[config.mk]
export PLATFORM = sky130hd
export DESIGN_NAME = bubram_loader_flat
export DESIGN_NICKNAME = d
export VERILOG_FILES = /design/src/rtl/bubram_loader_pkg.sv /design/src/rtl/bubram_loader_if.sv /design/src/rtl/bubram_loader_addr_ctr.sv /design/src/rtl/bubram_loader.sv /design/src/flat_wrapper.sv
export SDC_FILE = /design/constraint.sdc
export NUM_CORES = 1
export LEC_CHECK = 0
export CAP_MARGIN = 10
export CORE_ASPECT_RATIO = 1.75
export CORE_MARGIN = 4
export CORE_UTILIZATION = 44
export DETAILED_ROUTE_END_ITERATION = 16
export GPL_TIMING_DRIVEN = 1
export PLACE_DENSITY_LB_ADDON = 0.08
export SKIP_CTS_REPAIR_TIMING = 1
export SLEW_MARGIN = 25
export SYNTH_ARGS = -nofsm -noshare
export SYNTH_HDL_FRONTEND = slang
export SYNTH_SLANG_ARGS = --single-unit
[constraint.sdc]
create_clock -name i_EMU_MCLK -period 3.9 [get_ports i_EMU_MCLK]
set_input_delay 0.585 -clock i_EMU_MCLK [delete_from_list [all_inputs] [get_ports i_EMU_MCLK]]
set_output_delay 0.585 -clock i_EMU_MCLK [all_outputs]
set_load 0.02 [all_outputs]
[src/rtl/bubram_loader_pkg.sv]
// Shared mode encodings, FSM states and default widths for the boot RAM loader.
// No logic, no latency, no backpressure.
package bubram_loader_pkg;

  localparam int AW_DEF   = 12;
  localparam int LENW_DEF = 13;

  typedef enum logic [1:0] {
    MODE_LOAD   = 2'b00,
    MODE_FILL   = 2'b01,
    MODE_VERIFY = 2'b10,
    MODE_RSVD   = 2'b11
  } mode_e;

  typedef enum logic [2:0] {
    ST_IDLE,
    ST_WRITE,
    ST_VREQ,
    ST_VCMP,
    ST_DONE
  } state_e;

endpackage

[src/rtl/bubram_loader_if.sv]
// Command, byte-stream and RAM port bundle of the loader; no latency of its own.
// master drives commands, stream and RAM read data; slave is the loader itself.
interface bubram_loader_if #(
  parameter int AW   = bubram_loader_pkg::AW_DEF,
  parameter int LENW = bubram_loader_pkg::LENW_DEF
);

  logic            i_START;
  logic [1:0]      i_MODE;
  logic [AW-1:0]   i_BASE;
  logic [LENW-1:0] i_LEN;
  logic [7:0]      i_FILL;
  logic [7:0]      i_SDATA;
  logic            i_SVALID;
  logic            o_SREADY;
  logic [AW-1:0]   o_RAM_ADDR;
  logic [7:0]      o_RAM_DIN;
  logic            o_RAM_WR_n;
  logic            o_RAM_RD_n;
  logic [7:0]      i_RAM_DOUT;
  logic            o_BUSY;
  logic            o_DONE;
  logic            o_ERR;
  logic [AW-1:0]   o_ERR_ADDR;

  modport master (
    output i_START, i_MODE, i_BASE, i_LEN, i_FILL, i_SDATA, i_SVALID, i_RAM_DOUT,
    input  o_SREADY, o_RAM_ADDR, o_RAM_DIN, o_RAM_WR_n, o_RAM_RD_n,
           o_BUSY, o_DONE, o_ERR, o_ERR_ADDR
  );

  modport slave (
    input  i_START, i_MODE, i_BASE, i_LEN, i_FILL, i_SDATA, i_SVALID, i_RAM_DOUT,
    output o_SREADY, o_RAM_ADDR, o_RAM_DIN, o_RAM_WR_n, o_RAM_RD_n,
           o_BUSY, o_DONE, o_ERR, o_ERR_ADDR
  );

endinterface

[src/rtl/bubram_loader_addr_ctr.sv]
// RAM address / remaining-byte counter: load BASE+LEN, step by one, wrap modulo 2^AW.
// Updates one edge after load/step; no backpressure, stepping stops at zero.
module bubram_addr_ctr
  import bubram_loader_pkg::*;
#(
  parameter int AW   = AW_DEF,
  parameter int LENW = LENW_DEF
) (
  input  logic            clk_i,
  input  logic            rst_i,
  input  logic            load_i,
  input  logic [AW-1:0]   base_i,
  input  logic [LENW-1:0] len_i,
  input  logic            step_i,
  output logic [AW-1:0]   addr_o,
  output logic            last_o,
  output logic            zero_o
);

  // A transfer can never exceed the whole RAM.
  localparam logic [LENW-1:0] MAX_LEN = LENW'(1) << AW;

  logic [AW-1:0]   addr_q, addr_d;
  logic [LENW-1:0] rem_q, rem_d;

  always_comb begin
    addr_d = addr_q;
    rem_d  = rem_q;
    if (load_i) begin
      addr_d = base_i;
      rem_d  = (len_i > MAX_LEN) ? MAX_LEN : len_i;
    end else if (step_i && (rem_q != '0)) begin
      addr_d = addr_q + AW'(1);
      rem_d  = rem_q - LENW'(1);
    end
  end

  always_ff @(posedge clk_i or posedge rst_i) begin
    if (rst_i) begin
      addr_q <= '0;
      rem_q  <= '0;
    end else begin
      addr_q <= addr_d;
      rem_q  <= rem_d;
    end
  end

  assign addr_o = addr_q;
  assign last_o = (rem_q == LENW'(1));
  assign zero_o = (rem_q == '0);

endmodule

[src/rtl/bubram_loader.sv]
// Boot RAM loader: LOAD stream->RAM, FILL constant, VERIFY RAM against stream; registered RAM strobes.
// Write lands one cycle after the stream transfer; o_SREADY throttles the stream (1 B/cycle write, 1 B/2 cycles verify).
module bubram_loader
  import bubram_loader_pkg::*;
#(
  parameter int AW   = AW_DEF,
  parameter int LENW = LENW_DEF
) (
  input  logic           i_EMU_MCLK,
  input  logic           i_EMU_RST,
  bubram_loader_if.slave bus
);

  state_e        state_q;
  mode_e         mode_q;
  logic [7:0]    fill_q;
  logic [7:0]    byte_q;
  logic          sready_q;
  logic          busy_q;
  logic          done_q;
  logic          wr_n_q;
  logic          rd_n_q;
  logic          err_q;
  logic [AW-1:0] err_addr_q;
  logic [AW-1:0] ram_addr_q;
  logic [7:0]    ram_din_q;

  logic          xfer;
  logic          ctr_load;
  logic          ctr_step;
  logic [AW-1:0] ctr_addr;
  logic          ctr_last;
  logic          ctr_zero;

  assign xfer     = bus.i_SVALID && sready_q;
  assign ctr_load = (state_q == ST_IDLE) && bus.i_START;
  assign ctr_step = ((state_q == ST_WRITE) && !ctr_zero && ((mode_q == MODE_FILL) || xfer))
                 || ((state_q == ST_VREQ) && xfer);

  bubram_addr_ctr #(
    .AW   (AW),
    .LENW (LENW)
  ) u_ctr (
    .clk_i  (i_EMU_MCLK),
    .rst_i  (i_EMU_RST),
    .load_i (ctr_load),
    .base_i (bus.i_BASE),
    .len_i  (bus.i_LEN),
    .step_i (ctr_step),
    .addr_o (ctr_addr),
    .last_o (ctr_last),
    .zero_o (ctr_zero)
  );

  always_ff @(posedge i_EMU_MCLK or posedge i_EMU_RST) begin
    if (i_EMU_RST) begin
      state_q    <= ST_IDLE;
      mode_q     <= MODE_LOAD;
      fill_q     <= '0;
      byte_q     <= '0;
      sready_q   <= 1'b0;
      busy_q     <= 1'b0;
      done_q     <= 1'b0;
      wr_n_q     <= 1'b1;
      rd_n_q     <= 1'b1;
      err_q      <= 1'b0;
      err_addr_q <= '0;
      ram_addr_q <= '0;
      ram_din_q  <= '0;
    end else begin
      case (state_q)
        ST_IDLE: begin
          wr_n_q <= 1'b1;
          rd_n_q <= 1'b1;
          done_q <= 1'b0;
          if (bus.i_START) begin
            mode_q     <= mode_e'(bus.i_MODE);
            fill_q     <= bus.i_FILL;
            err_q      <= 1'b0;
            err_addr_q <= '0;
            if ((bus.i_LEN == '0) || (mode_e'(bus.i_MODE) == MODE_RSVD)) begin
              state_q <= ST_DONE;
              done_q  <= 1'b1;
            end else if (mode_e'(bus.i_MODE) == MODE_VERIFY) begin
              state_q  <= ST_VREQ;
              busy_q   <= 1'b1;
              sready_q <= 1'b1;
            end else begin
              state_q  <= ST_WRITE;
              busy_q   <= 1'b1;
              sready_q <= (mode_e'(bus.i_MODE) == MODE_LOAD);
            end
          end
        end

        // Count reaching zero means the final write is on the bus this cycle.
        ST_WRITE: begin
          if (ctr_zero) begin
            state_q  <= ST_DONE;
            wr_n_q   <= 1'b1;
            sready_q <= 1'b0;
            busy_q   <= 1'b0;
            done_q   <= 1'b1;
          end else if (mode_q == MODE_FILL) begin
            wr_n_q     <= 1'b0;
            ram_addr_q <= ctr_addr;
            ram_din_q  <= fill_q;
          end else if (xfer) begin
            wr_n_q     <= 1'b0;
            ram_addr_q <= ctr_addr;
            ram_din_q  <= bus.i_SDATA;
            sready_q   <= !ctr_last;
          end else begin
            wr_n_q <= 1'b1;
          end
        end

        ST_VREQ: begin
          if (xfer) begin
            byte_q     <= bus.i_SDATA;
            ram_addr_q <= ctr_addr;
            rd_n_q     <= 1'b0;
            sready_q   <= 1'b0;
            state_q    <= ST_VCMP;
          end
        end

        // RAM data from the falling-edge read is valid at this edge.
        ST_VCMP: begin
          rd_n_q <= 1'b1;
          if ((bus.i_RAM_DOUT != byte_q) && !err_q) begin
            err_q      <= 1'b1;
            err_addr_q <= ram_addr_q;
          end
          if (ctr_zero) begin
            state_q <= ST_DONE;
            busy_q  <= 1'b0;
            done_q  <= 1'b1;
          end else begin
            state_q  <= ST_VREQ;
            sready_q <= 1'b1;
          end
        end

        ST_DONE: begin
          done_q  <= 1'b0;
          state_q <= ST_IDLE;
        end

        default: begin
          state_q  <= ST_IDLE;
          wr_n_q   <= 1'b1;
          rd_n_q   <= 1'b1;
          sready_q <= 1'b0;
          busy_q   <= 1'b0;
          done_q   <= 1'b0;
        end
      endcase
    end
  end

  assign bus.o_SREADY   = sready_q;
  assign bus.o_RAM_ADDR = ram_addr_q;
  assign bus.o_RAM_DIN  = ram_din_q;
  assign bus.o_RAM_WR_n = wr_n_q;
  assign bus.o_RAM_RD_n = rd_n_q;
  assign bus.o_BUSY     = busy_q;
  assign bus.o_DONE     = done_q;
  assign bus.o_ERR      = err_q;
  assign bus.o_ERR_ADDR = err_addr_q;

endmodule

[src/flat_wrapper.sv]
// flat-port wrapper written by rule: the top's interface ports become plain ports
module bubram_loader_flat import bubram_loader_pkg::*;
#(
  parameter int AW   = AW_DEF,
  parameter int LENW = LENW_DEF
)
  (i_EMU_MCLK, i_EMU_RST, bus_i_START, bus_i_MODE, bus_i_BASE, bus_i_LEN, bus_i_FILL, bus_i_SDATA, bus_i_SVALID, bus_i_RAM_DOUT, bus_o_SREADY, bus_o_RAM_ADDR, bus_o_RAM_DIN, bus_o_RAM_WR_n, bus_o_RAM_RD_n, bus_o_BUSY, bus_o_DONE, bus_o_ERR, bus_o_ERR_ADDR);
  bubram_loader_if #(.AW(AW), .LENW(LENW)) bus_i ();
  input  logic i_EMU_MCLK;
  input  logic i_EMU_RST;
  input wire logic [$bits(bus_i.i_START)-1:0] bus_i_START;
  input wire logic [$bits(bus_i.i_MODE)-1:0] bus_i_MODE;
  input wire logic [$bits(bus_i.i_BASE)-1:0] bus_i_BASE;
  input wire logic [$bits(bus_i.i_LEN)-1:0] bus_i_LEN;
  input wire logic [$bits(bus_i.i_FILL)-1:0] bus_i_FILL;
  input wire logic [$bits(bus_i.i_SDATA)-1:0] bus_i_SDATA;
  input wire logic [$bits(bus_i.i_SVALID)-1:0] bus_i_SVALID;
  input wire logic [$bits(bus_i.i_RAM_DOUT)-1:0] bus_i_RAM_DOUT;
  output wire logic [$bits(bus_i.o_SREADY)-1:0] bus_o_SREADY;
  output wire logic [$bits(bus_i.o_RAM_ADDR)-1:0] bus_o_RAM_ADDR;
  output wire logic [$bits(bus_i.o_RAM_DIN)-1:0] bus_o_RAM_DIN;
  output wire logic [$bits(bus_i.o_RAM_WR_n)-1:0] bus_o_RAM_WR_n;
  output wire logic [$bits(bus_i.o_RAM_RD_n)-1:0] bus_o_RAM_RD_n;
  output wire logic [$bits(bus_i.o_BUSY)-1:0] bus_o_BUSY;
  output wire logic [$bits(bus_i.o_DONE)-1:0] bus_o_DONE;
  output wire logic [$bits(bus_i.o_ERR)-1:0] bus_o_ERR;
  output wire logic [$bits(bus_i.o_ERR_ADDR)-1:0] bus_o_ERR_ADDR;
  assign bus_i.i_START = bus_i_START;
  assign bus_i.i_MODE = bus_i_MODE;
  assign bus_i.i_BASE = bus_i_BASE;
  assign bus_i.i_LEN = bus_i_LEN;
  assign bus_i.i_FILL = bus_i_FILL;
  assign bus_i.i_SDATA = bus_i_SDATA;
  assign bus_i.i_SVALID = bus_i_SVALID;
  assign bus_i.i_RAM_DOUT = bus_i_RAM_DOUT;
  assign bus_o_SREADY = bus_i.o_SREADY;
  assign bus_o_RAM_ADDR = bus_i.o_RAM_ADDR;
  assign bus_o_RAM_DIN = bus_i.o_RAM_DIN;
  assign bus_o_RAM_WR_n = bus_i.o_RAM_WR_n;
  assign bus_o_RAM_RD_n = bus_i.o_RAM_RD_n;
  assign bus_o_BUSY = bus_i.o_BUSY;
  assign bus_o_DONE = bus_i.o_DONE;
  assign bus_o_ERR = bus_i.o_ERR;
  assign bus_o_ERR_ADDR = bus_i.o_ERR_ADDR;
  bubram_loader #(.AW(AW), .LENW(LENW)) u_core (.i_EMU_MCLK(i_EMU_MCLK), .i_EMU_RST(i_EMU_RST), .bus(bus_i));
endmodule
# --- Word-level counts from Yosys, hierarchy flattened ---
# Index checks and enable logic that the tools add are counted.
op_classes:
  n_addsub: 2
  magnitude_cmp: 1
  n_eq_ne: 19
  mux: 46
  bitwise: 5
  reduce_logical: 36
ops:
  columns: ["op", "n"]
  rows:
  - ["12-bit two-way mux", 7]
  - ["12-bit one-hot mux with 2 select lines", 2]
  - ["13-bit two-way mux", 3]
  - ["13-bit logical NOT", 2]
  - ["1-bit two-way mux", 19]
  - ["8-bit two-way mux", 2]
  - ["3-bit two-way mux", 5]
  - ["13-bit by 1-bit == test with 1-bit output (second input constant)", 1]
  - ["13-bit greater-than comparator (second input constant)", 1]
  - ["13-bit nonzero test", 1]
  - ["13-bit by 1-bit subtractor with 13-bit output (second input constant)", 1]
  - ["12-bit by 1-bit adder with 12-bit output (second input constant)", 1]
  - ["3-bit one-hot mux with 4 select lines", 1]
  - ["2-bit AND reduction", 5]
  - ["3-bit AND reduction", 3]
  - ["2-bit by 1-bit != test with 1-bit output (second input constant)", 4]
  - ["2-bit != test (second input constant)", 4]
  - ["8-bit != test", 1]
  - ["2-bit nonzero test", 4]
  - ["1-bit logical AND", 7]
  - ["7-bit AND reduction", 1]
  - ["3-bit by 2-bit == test with 1-bit output (second input constant)", 2]
  - ["1-bit one-hot mux with 2 select lines", 3]
  - ["1-bit one-hot mux with 3 select lines", 2]
  - ["16 further kinds", 27]
word_totals:
  reg_bits: 84
  inputBits: 55
  output_inout_bits: 38
  elab_cells: 124

# --- Depth between registers and ports, before layout ---
# Gate-level depths: netlist of run 1.
logic_depth:
  depth_word: 8
  ltp_mapped: 9
  ltp_nobuf: 8

# --- Hierarchy ---
# From an unflattened synthesis of run 1, not the netlist that was laid out.
hier_totals:
  hier_cells: 439
  area_unflattened_um2: 4375.4
by_module_without_submodules:
  columns: ["mod", "instances", "cells_per_inst", "area_each_um2", "seq_area_each_um2"]
  rows:
  - ["bubram_loader", 1, 252, 2726.4, 1478.9]
  - ["bubram_addr_ctr", 1, 187, 1649.1, 625.6]

# --- Worst setup path before layout of run 1 ---
# Ideal clock, no wire load.
synth_path:
  path_kind: "flip-flop to flip-flop"
  startpoint: "register u_core.u_ctr.rem_q[8]"
  endpoint: "register u_core.ram_addr_q[0] (netlist: u_core.bus.o_RAM_ADDR[0])"
  setup_time_ns: 0.125
  t_arrival_ns: 2.270
  required_time_ns: 3.775
  slack_ns: 1.505
  stages_incl_launch_ff: 8
  path_buffers: 2
  synth_period_minus_slack_ns: 2.395
  cell_sequence: "dfrtp_1 > or4_1 > buf_2 > nor4_4 > nor2_4 > nor2_4 > buf_12 > mux2_4"
synth_between:
  elab_chain_cells: 3
synth_rtl:
  columns: ["element", "line_no", "source"]
  rows:
  - ["start: declaration", "bubram_loader_addr_ctr.sv:24", "logic [LENW-1:0] rem_q, rem_d;"]
  - ["start signal: assignment", "bubram_loader_addr_ctr.sv:44", "rem_q <= rem_d;"]
  - ["13-bit logical NOT", "bubram_loader_addr_ctr.sv:50", "assign zero_o = (rem_q == '0);"]
  - ["2-bit != test (no source line)", null, null]
  - ["2-bit AND reduction (no source line)", null, null]
  - ["end signal: assignment", "bubram_loader.sv:106", "ram_addr_q <= ctr_addr;"]
  - ["end signal: assignment", "bubram_loader.sv:110", "ram_addr_q <= ctr_addr;"]
  - ["end signal: assignment", "bubram_loader.sv:121", "ram_addr_q <= ctr_addr;"]
  - ["end: declaration", "bubram_loader.sv:25", "logic [AW-1:0] ram_addr_q;"]
# Every way passes these cells.
# A chain may end at the register's enable or synchronous reset.

# --- Worst setup path in the final report of run 1 ---
layout_path:
  startpoint: "input port bus_i_SVALID"
  endpoint: "register u_core.u_ctr.rem_q[6]"
layout_between:
  elab_chain_cells: 6
  word_cells_on_any_way: 7
  cone_classes: "7 x reduce/logical"
layout_rtl:
  columns: ["element", "line_no", "source"]
  rows:
  - ["start: declaration", "flat_wrapper.sv:17", "input wire logic [$bits(bus_i.i_SVALID)-1:0] bus_i_SVALID;"]
  - ["1-bit logical AND (*)", "bubram_loader.sv:35", "assign xfer = bus.i_SVALID && sready_q;"]
  - ["1-bit logical OR", "bubram_loader.sv:37", "assign ctr_step = ((state_q == ST_WRITE) && !ctr_zero && ((mode_q == MODE_FILL) || xfer))"]
  - ["1-bit logical AND", "bubram_loader.sv:37", null]
  - ["1-bit logical OR (*)", "bubram_loader.sv:38", "|| ((state_q == ST_VREQ) && xfer);"]
  - ["1-bit logical AND (*)", "bubram_loader_addr_ctr.sv:32", "end else if (step_i && (rem_q != '0)) begin"]
  - ["2-bit nonzero test (no source line) (*)", null, null]
# Every way passes the cells marked *; elsewhere a longest branch is shown, timed or not.

==> impl_metrics.csv, run 1 <==
group,metric,value,unit
critical_path,critPathCaptureType,"register",
synth,synth.most_common_cell,"dfrtp_1",
clock_network,clock_latency,0.35,ns
floorplan,design.core.area,9150,µm²
clock_network,path_clk_slew,0.06,ns
critical_path,crit_family,"simple AND/OR/NAND/NOR gates",
synth,synthesis.nets,491,
power,sw_frac_of_total,35.8,%
floorplan,die-area,11100,µm²
clock_network,h-tree-depth,3,
synth,synthFlopType,"dfrtp_1",
drt,detail-route-antenna-nets,0,
sta,finalCriticalPeriod,2.80,ns
final_layout,antenna_cells,0,
synth,synth.area.top_cells,"dfrtp_1 50%, nand2_1 6.6%, o21ai_0 3.5%",
floorplan,ios,93,
power,seq_power_share,41.0,%
critical_path,crit_buf_inv,1,
floorplan,die_h,136,µm
min_path,holdCritPathClass,"register to register",
power,power_density,721,nW/µm²
synth,ys_seq_area_share,50.8,%
critical_path,crit_cells,7,
drt,dr.first_iter.drc_count,154,
critical_path,rr_worst_depth,6,
synth,synth.avg_cell_area,9.56,µm²
sta,hold_violations,0,
synth,async_reset_ff_share,100,%
sta,tightest_slew,0.905,ns
clock_network,cts_root_buffer,"clkbuf_16",
sta,skew,0.00881,ns
global_routing,grt_max_degree,51,
clock_network,cts_buffers,9,
sta,tns,0,ns
min_path,hold_depth,2,
sta,rsz0062_at_grt,"false",
floorplan,die_w,81.3,µm
sta,fmax,358,MHz
final_layout,synthToLayoutAreaGrowth,32.2,%
power,clock_power_share,22.4,%
synth,syn-cell-area,4140,µm²
clock_network,clock_sinks,84,
critical_path,crit_required,4.16,ns
power,ir_drop,0.411,mV
drt,routedWlPerCell,16.1,µm
drt,drc,0,
sta,min_period_over_period,71.7,%
synth,netlist_top_cells_count,"82 x dfrtp_1, 73 x nand2_1, 29 x o21ai_0",
final_layout,fillers,820,
final_layout,multiInputGateArea,1860,µm²
synth,synthCells,433,
critical_path,worstPathArrival,3.05,ns
drt,viasPerCell,5.30,
global_routing,antenna_found_initial,0,
clock_network,clockBufferDepth,2,
place,place.gp.congestion,0.828,
critical_path,path_cells,"clkdlybuf4s50_1, nand2_1, or3_1, a21oi_2, nand3_1, xor2_1, o21ai_0",
critical_path,max_stage_delay,0.73,ns
critical_path,critPathMaxFanout,18,
synth,ys_types,53,
drt,dr.pass1.iters,4,
final_layout,utilization,59.8,%
floorplan,start_util,45.2,%
drt,wl_met3,451,µm
critical_path,path_class,"primary input to register",
sta,report.final.setup_viol,0,
drt,routed.top_layer,"met4",
drt,met2_length,5.59,mm
global_routing,grtUsageTotal,20.0,%
final_layout,nets,579,
power,p_sw,1.41,mW
drt,met1_length,4.15,mm
drt,wl,10.4,mm
place,hpwl,7.49,mm
power,p_int,2.53,mW
synth,synth_top_area_cell,"dfrtp_1",
clock_network,cts_tree,"done",
outcome,status,"completed",
sta,drv_slew,0,
global_routing,grt_pass1_vias,3421,
drt,via_count,3421,
floorplan,rows,46,
synth,ys_ff_latch,84,
global_routing,grt_first_pass_wirelength,17.1,mm
critical_path,crit_slowest_cell,"a21oi_2",
global_routing,gr-total-overflow,0,
synth,yosysWarningCount,0,
power,p_leak,2.37,nW
power,p_comb_share,36.6,%
sta,slew_headroom,39.7,%
run,cap_viol_max_count,0,
critical_path,startpoint_type,"primary input",
place,io_buffers,92,
final_layout,drive_above_1_share,8.37,%
synth,synth_top_area_share,49.6,%
synth,synth_edf_count,0,
final_layout,seqCellArea,2100,µm²
-- worst reg2reg max path: cells and delay by family (launching register included) --
| kind | cells | cell delay (ns) |
|---|---|---|
| flops | 1 | 0.66 |
| simple gates | 3 | 0.94 |
| compound gates | 2 | 0.89 |
| xor+xnor | 1 | 0.18 |
-- cell usage in the layout, fill, tap and decap left out, types with 6 or more instances in the layout --
cell,instances
a21oi_1,26
buf_4,7
clkbuf_16,9
clkdlybuf4s50_1,92
dfrtp_1,82
inv_1,17
mux2_4,8
mux2i_1,9
nand2_1,73
nand3_1,28
nand4_1,6
nor2_1,25
nor3_1,9
nor4_1,6
o21ai_0,29
xnor2_1,14
xor2_1,12
-- power groups by stage --
stage | combinational [mW] | sequential, mW | clock (mW)
floorplan | 0.709 | 1.76 | 0
global placement | 1.43 | 1.62 | 0
detailed placement | 1.46 | 1.63 | 0
CTS | 1.47 | 1.62 | 0.899
global route | 1.59 | 1.68 | 0.940
finish | 1.45 | 1.62 | 0.883
-- flip-flops by register name, indices dropped and copies added (netlist names), 2 cells and up --
signal                 cells
u_core.u_ctr.rem_q        13
u_core.bus.o_RAM_ADDR     12
u_core.byte_q              8
u_core.state_q             3
u_core.bus.o_ERR_ADDR     12
u_core.bus.o_RAM_DIN       8
u_core.fill_q              8
u_core.u_ctr.addr_o       12
u_core.mode_q              2
-- area by class of cell --
type	count	area share (%)
Inverter	19	1.33
Clock inverter	6	1.33
Clock buffer	10	4.37
Timing Repair Buffer	99	17.8
Tap cell	120	2.74
Sequential cell	84	38.5
Multi-Input combinational cell	308	34.0
-- cells by family after synthesis --
| logic type | after synthesis | share of synthesized area (%) |
|---|---|---|
| buffers and inverters | 41 | 4.38 |
| DFF | 84 | 50.8 |
| adders and majority gates | 3 | 0.907 |
| AOI/OAI and AO/OA | 83 | 11.9 |
| and+or+nand+nor | 176 | 20.6 |
| muxes | 20 | 5.89 |
| xor gates and xnor gates | 26 | 5.50 |
-- layer usage --
layer	GRT usage, %	vias to the layer above
met5	0	-
met4	8.55	0
met3	2.85	15
met2	34.1	88
met1	24.7	1642
li1	-	1676
-- path summary, 6_finish.rpt --
check,from,end,slack (ns)
worst max-delay path,bus_i_SVALID,u_core.u_ctr.rem_q[6],1.10
worst min-delay path,u_core.mode_q[1],u_core.mode_q[1],0.47
worst max register to register,u_core.state_q[1],u_core.u_ctr.rem_q[6],1.14
worst min register to register,u_core.mode_q[1],u_core.mode_q[1],0.47
max in group asynchronous,i_EMU_RST,u_core.bus.o_ERR_ADDR[11],2.39
min in group asynchronous,i_EMU_RST,u_core.bus.o_ERR_ADDR[7],0.72
-- metrics by stage --
step / instances / cell area [µm²] / hold slack [ns] / setup WS (ns) / power, mW
2_1_floorplan: 433 / 4140 / 0.437 / 1.15 / 2.47
3_3_place_gp: 630 / 5160 / 0.450 / 0.802 / 3.05
3_5_place_dp: 630 / 5160 / 0.466 / 0.731 / 3.09
4_1_cts: 646 / 5470 / 0.475 / 1.07 / 3.99
5_1_grt: 646 / 5470 / 0.496 / 0.836 / 4.21
6_report: 646 / 5470 / 0.469 / 1.10 / 3.94
Note: power is estimated with default switching activity, not from simulation.
==> inputs of run 2 (changes only) <==
- clock period: 3.9 -> 2.85 ns (I/O delays scaled with it)
==> run 2 against run 1 <==
Against the previous run:
- non-clock buffer count up 12
- routed wire length increased by 1.8%
- via count rose by 1.1%
- core utilization rose by 0.98 points
- clock skew increased by 0.0012 ns
- first-iteration DRC count rose by 11%
- critical path depth shrank 2
- final area is 1.6% higher
- worst setup slack worse by 0.69 ns
- die area is the same
- worst hold slack got worse by 0.017 ns
- critical path type is now register to register
- largest power group unchanged
==> impl_metrics.csv, run 2 (same netlist as run 1, synthesis figures left out) <==
group,metric,value,unit
floorplan,die_h,136,µm
global_routing,gr-total-overflow,0,
critical_path,startpoint_type,"register",
clock_network,clock_sinks,84,
sta,min_period_over_period,85.5,%
final_layout,synthToLayoutAreaGrowth,34.3,%
power,clock_power_share,22.0,%
power,power,5.43,mW
final_layout,largest_reg_flops,13,
critical_path,max_stage_delay,0.67,ns
global_routing,grt_pass1_vias,3410,
clock_network,cts_root_buffer,"clkbuf_16",
sta,hold_violations,0,
run,cap_viol_max_count,0,
final_layout,nets,591,
floorplan,design.core.area,9150,µm²
final_layout,antenna_cells,0,
global_routing,grtUsageTotal,20.1,%
final_layout,layout_common_cells,"92 x clkdlybuf4s50_1, 82 x dfrtp_1, 73 x nand2_1, 29 x o21ai_0, 28 x nand3_1",
clock_network,cts_buffers,9,
drt,detail-route-antenna-nets,0,
power,p_comb_share,37.3,%
sta,report.final.setup_viol,0,
power,p_sw,1.94,mW
global_routing,grt_max_degree,31,
clock_network,cts_tree,"done",
sta,skew,0.0101,ns
sta,slew_headroom,62.3,%
critical_path,path_class,"register to register",
power,p_int,3.49,mW
final_layout,largest_register,"u_core.u_ctr.rem_q",
critical_path,crit_required,3.08,ns
outcome,status,"completed",
global_routing,antenna_found_initial,0,
final_layout,final_cells,658,
critical_path,path_cells,"or4_1, nor4_4, nor2_4, nor2_4, mux2_2",
power,seq_power_share,40.8,%
drt,wl,10.6,mm
place,place.gp.congestion,0.845,
global_routing,grt_first_pass_wirelength,16.9,mm
sta,tns,0,ns
critical_path,critPathCaptureType,"register",
place,post-place-ws,0.308,ns
clock_network,clock_latency,0.34,ns
place,hpwl,7.80,mm
drt,via_count,3457,
clock_network,h-tree-depth,3,
place,io_buffers,92,
drt,routedWlPerCell,16.1,µm
final_layout,final_common_cell,"clkdlybuf4s50_1",
drt,viasPerCell,5.25,
power,p_leak,2.43,nW
sta,rsz0062_at_grt,"false",
critical_path,worstPathArrival,2.66,ns
power,ir_drop,0.526,mV
critical_path,critPathMaxFanout,13,
final_layout,drive_above_1_share,10.4,%
sta,tightest_slew,0.561,ns
floorplan,start_util,45.2,%
clock_network,path_clk_slew,0.07,ns
floorplan,rows,46,
min_path,holdCritPathClass,"primary input to async pin",
floorplan,die-area,11100,µm²
power,power_density,977,nW/µm²
power,sw_frac_of_total,35.7,%
final_layout,fillers,789,
place,dpl.cell_count,642,
drt,dr.first_iter.drc_count,171,
clock_network,clockBufferDepth,2,
sta,finalCriticalPeriod,2.44,ns
floorplan,ios,93,
floorplan,die_w,81.3,µm
sta,fmax,410,MHz
sta,drv_slew,0,
critical_path,cpMostUsedCell,"nor2_4",
drt,drc,0,
final_layout,utilization,60.8,%
critical_path,crit_slowest_cell,"or4_1",
drt,dr.pass1.iters,4,
sta,worst_slack,0.412,ns
## run 2: cell count changes in the layout (fill, tap and decap cells not counted)
cell and delta:
buf_4 +12
## run 2: power by group through the flow
stage | logic [mW] | clock network, mW | registers [mW]
floorplan | 0.971 | 0 | 2.41
global placement | 2.00 | 0 | 2.21
detailed placement | 2.04 | 0 | 2.23
CTS | 2.05 | 1.22 | 2.22
global route | 2.21 | 1.28 | 2.30
finish | 2.02 | 1.19 | 2.21
## run 2: routing by layer
metal / wire, µm / global-route usage (%) / part of all wire [%] / vias up
li1: - / - / - / 1700
met2: 5810 / 35.9 / 55 / 89
met4: 208 / 7.89 / 2.0 / 0
met5: 0 / 0 / 0 / -
met3: 407 / 3.45 / 3.8 / 15
met1: 4180 / 23.2 / 39 / 1653
## run 2: stage by stage
stage          cell area (µm²)  hold WS [ns]
4_1_cts                   5560         0.458
2_1_floorplan             4140         0.437
6_report                  5560         0.452
3_3_place_gp              5250         0.449
3_5_place_dp              5250         0.455
5_1_grt                   5560         0.476
## run 2: final timing paths
| kind | startpoint | to | slack (ns) | depth (start not counted) |
|---|---|---|---|---|
| setup reg to reg | u_core.u_ctr.rem_q[8] | u_core.bus.o_RAM_ADDR[9] | 0.41 | 5 |
| hold reg to reg | u_core.mode_q[1] | u_core.mode_q[1] | 0.47 | 2 |
| max in group asynchronous | i_EMU_RST | u_core.bus.o_RAM_WR_n | 1.60 | 3 |
| setup / recovery | u_core.u_ctr.rem_q[8] | u_core.bus.o_RAM_ADDR[9] | 0.41 | 5 |
| min in group i_EMU_MCLK | u_core.mode_q[1] | u_core.mode_q[1] | 0.47 | 2 |
| hold / removal | i_EMU_RST | u_core.fill_q[0] | 0.45 | 2 |
## run 2: critical path, delay by kind of cell (launching register included)
family           cells  cell delay, ns
DFF                  1            0.43
muxes                1            0.39
and+or+nand+nor      4            1.50
## run 2: final cells by class
class	count	area, µm²	area share, %
multi-input cells	308	1860	33.4
clock buffers	10	239	4.30
repair buffers	111	1060	19.1
clock inverters	6	72.6	1.31
inverters	19	72.6	1.31
well taps	120	150	2.70
flip-flops and latches	84	2100	37.8
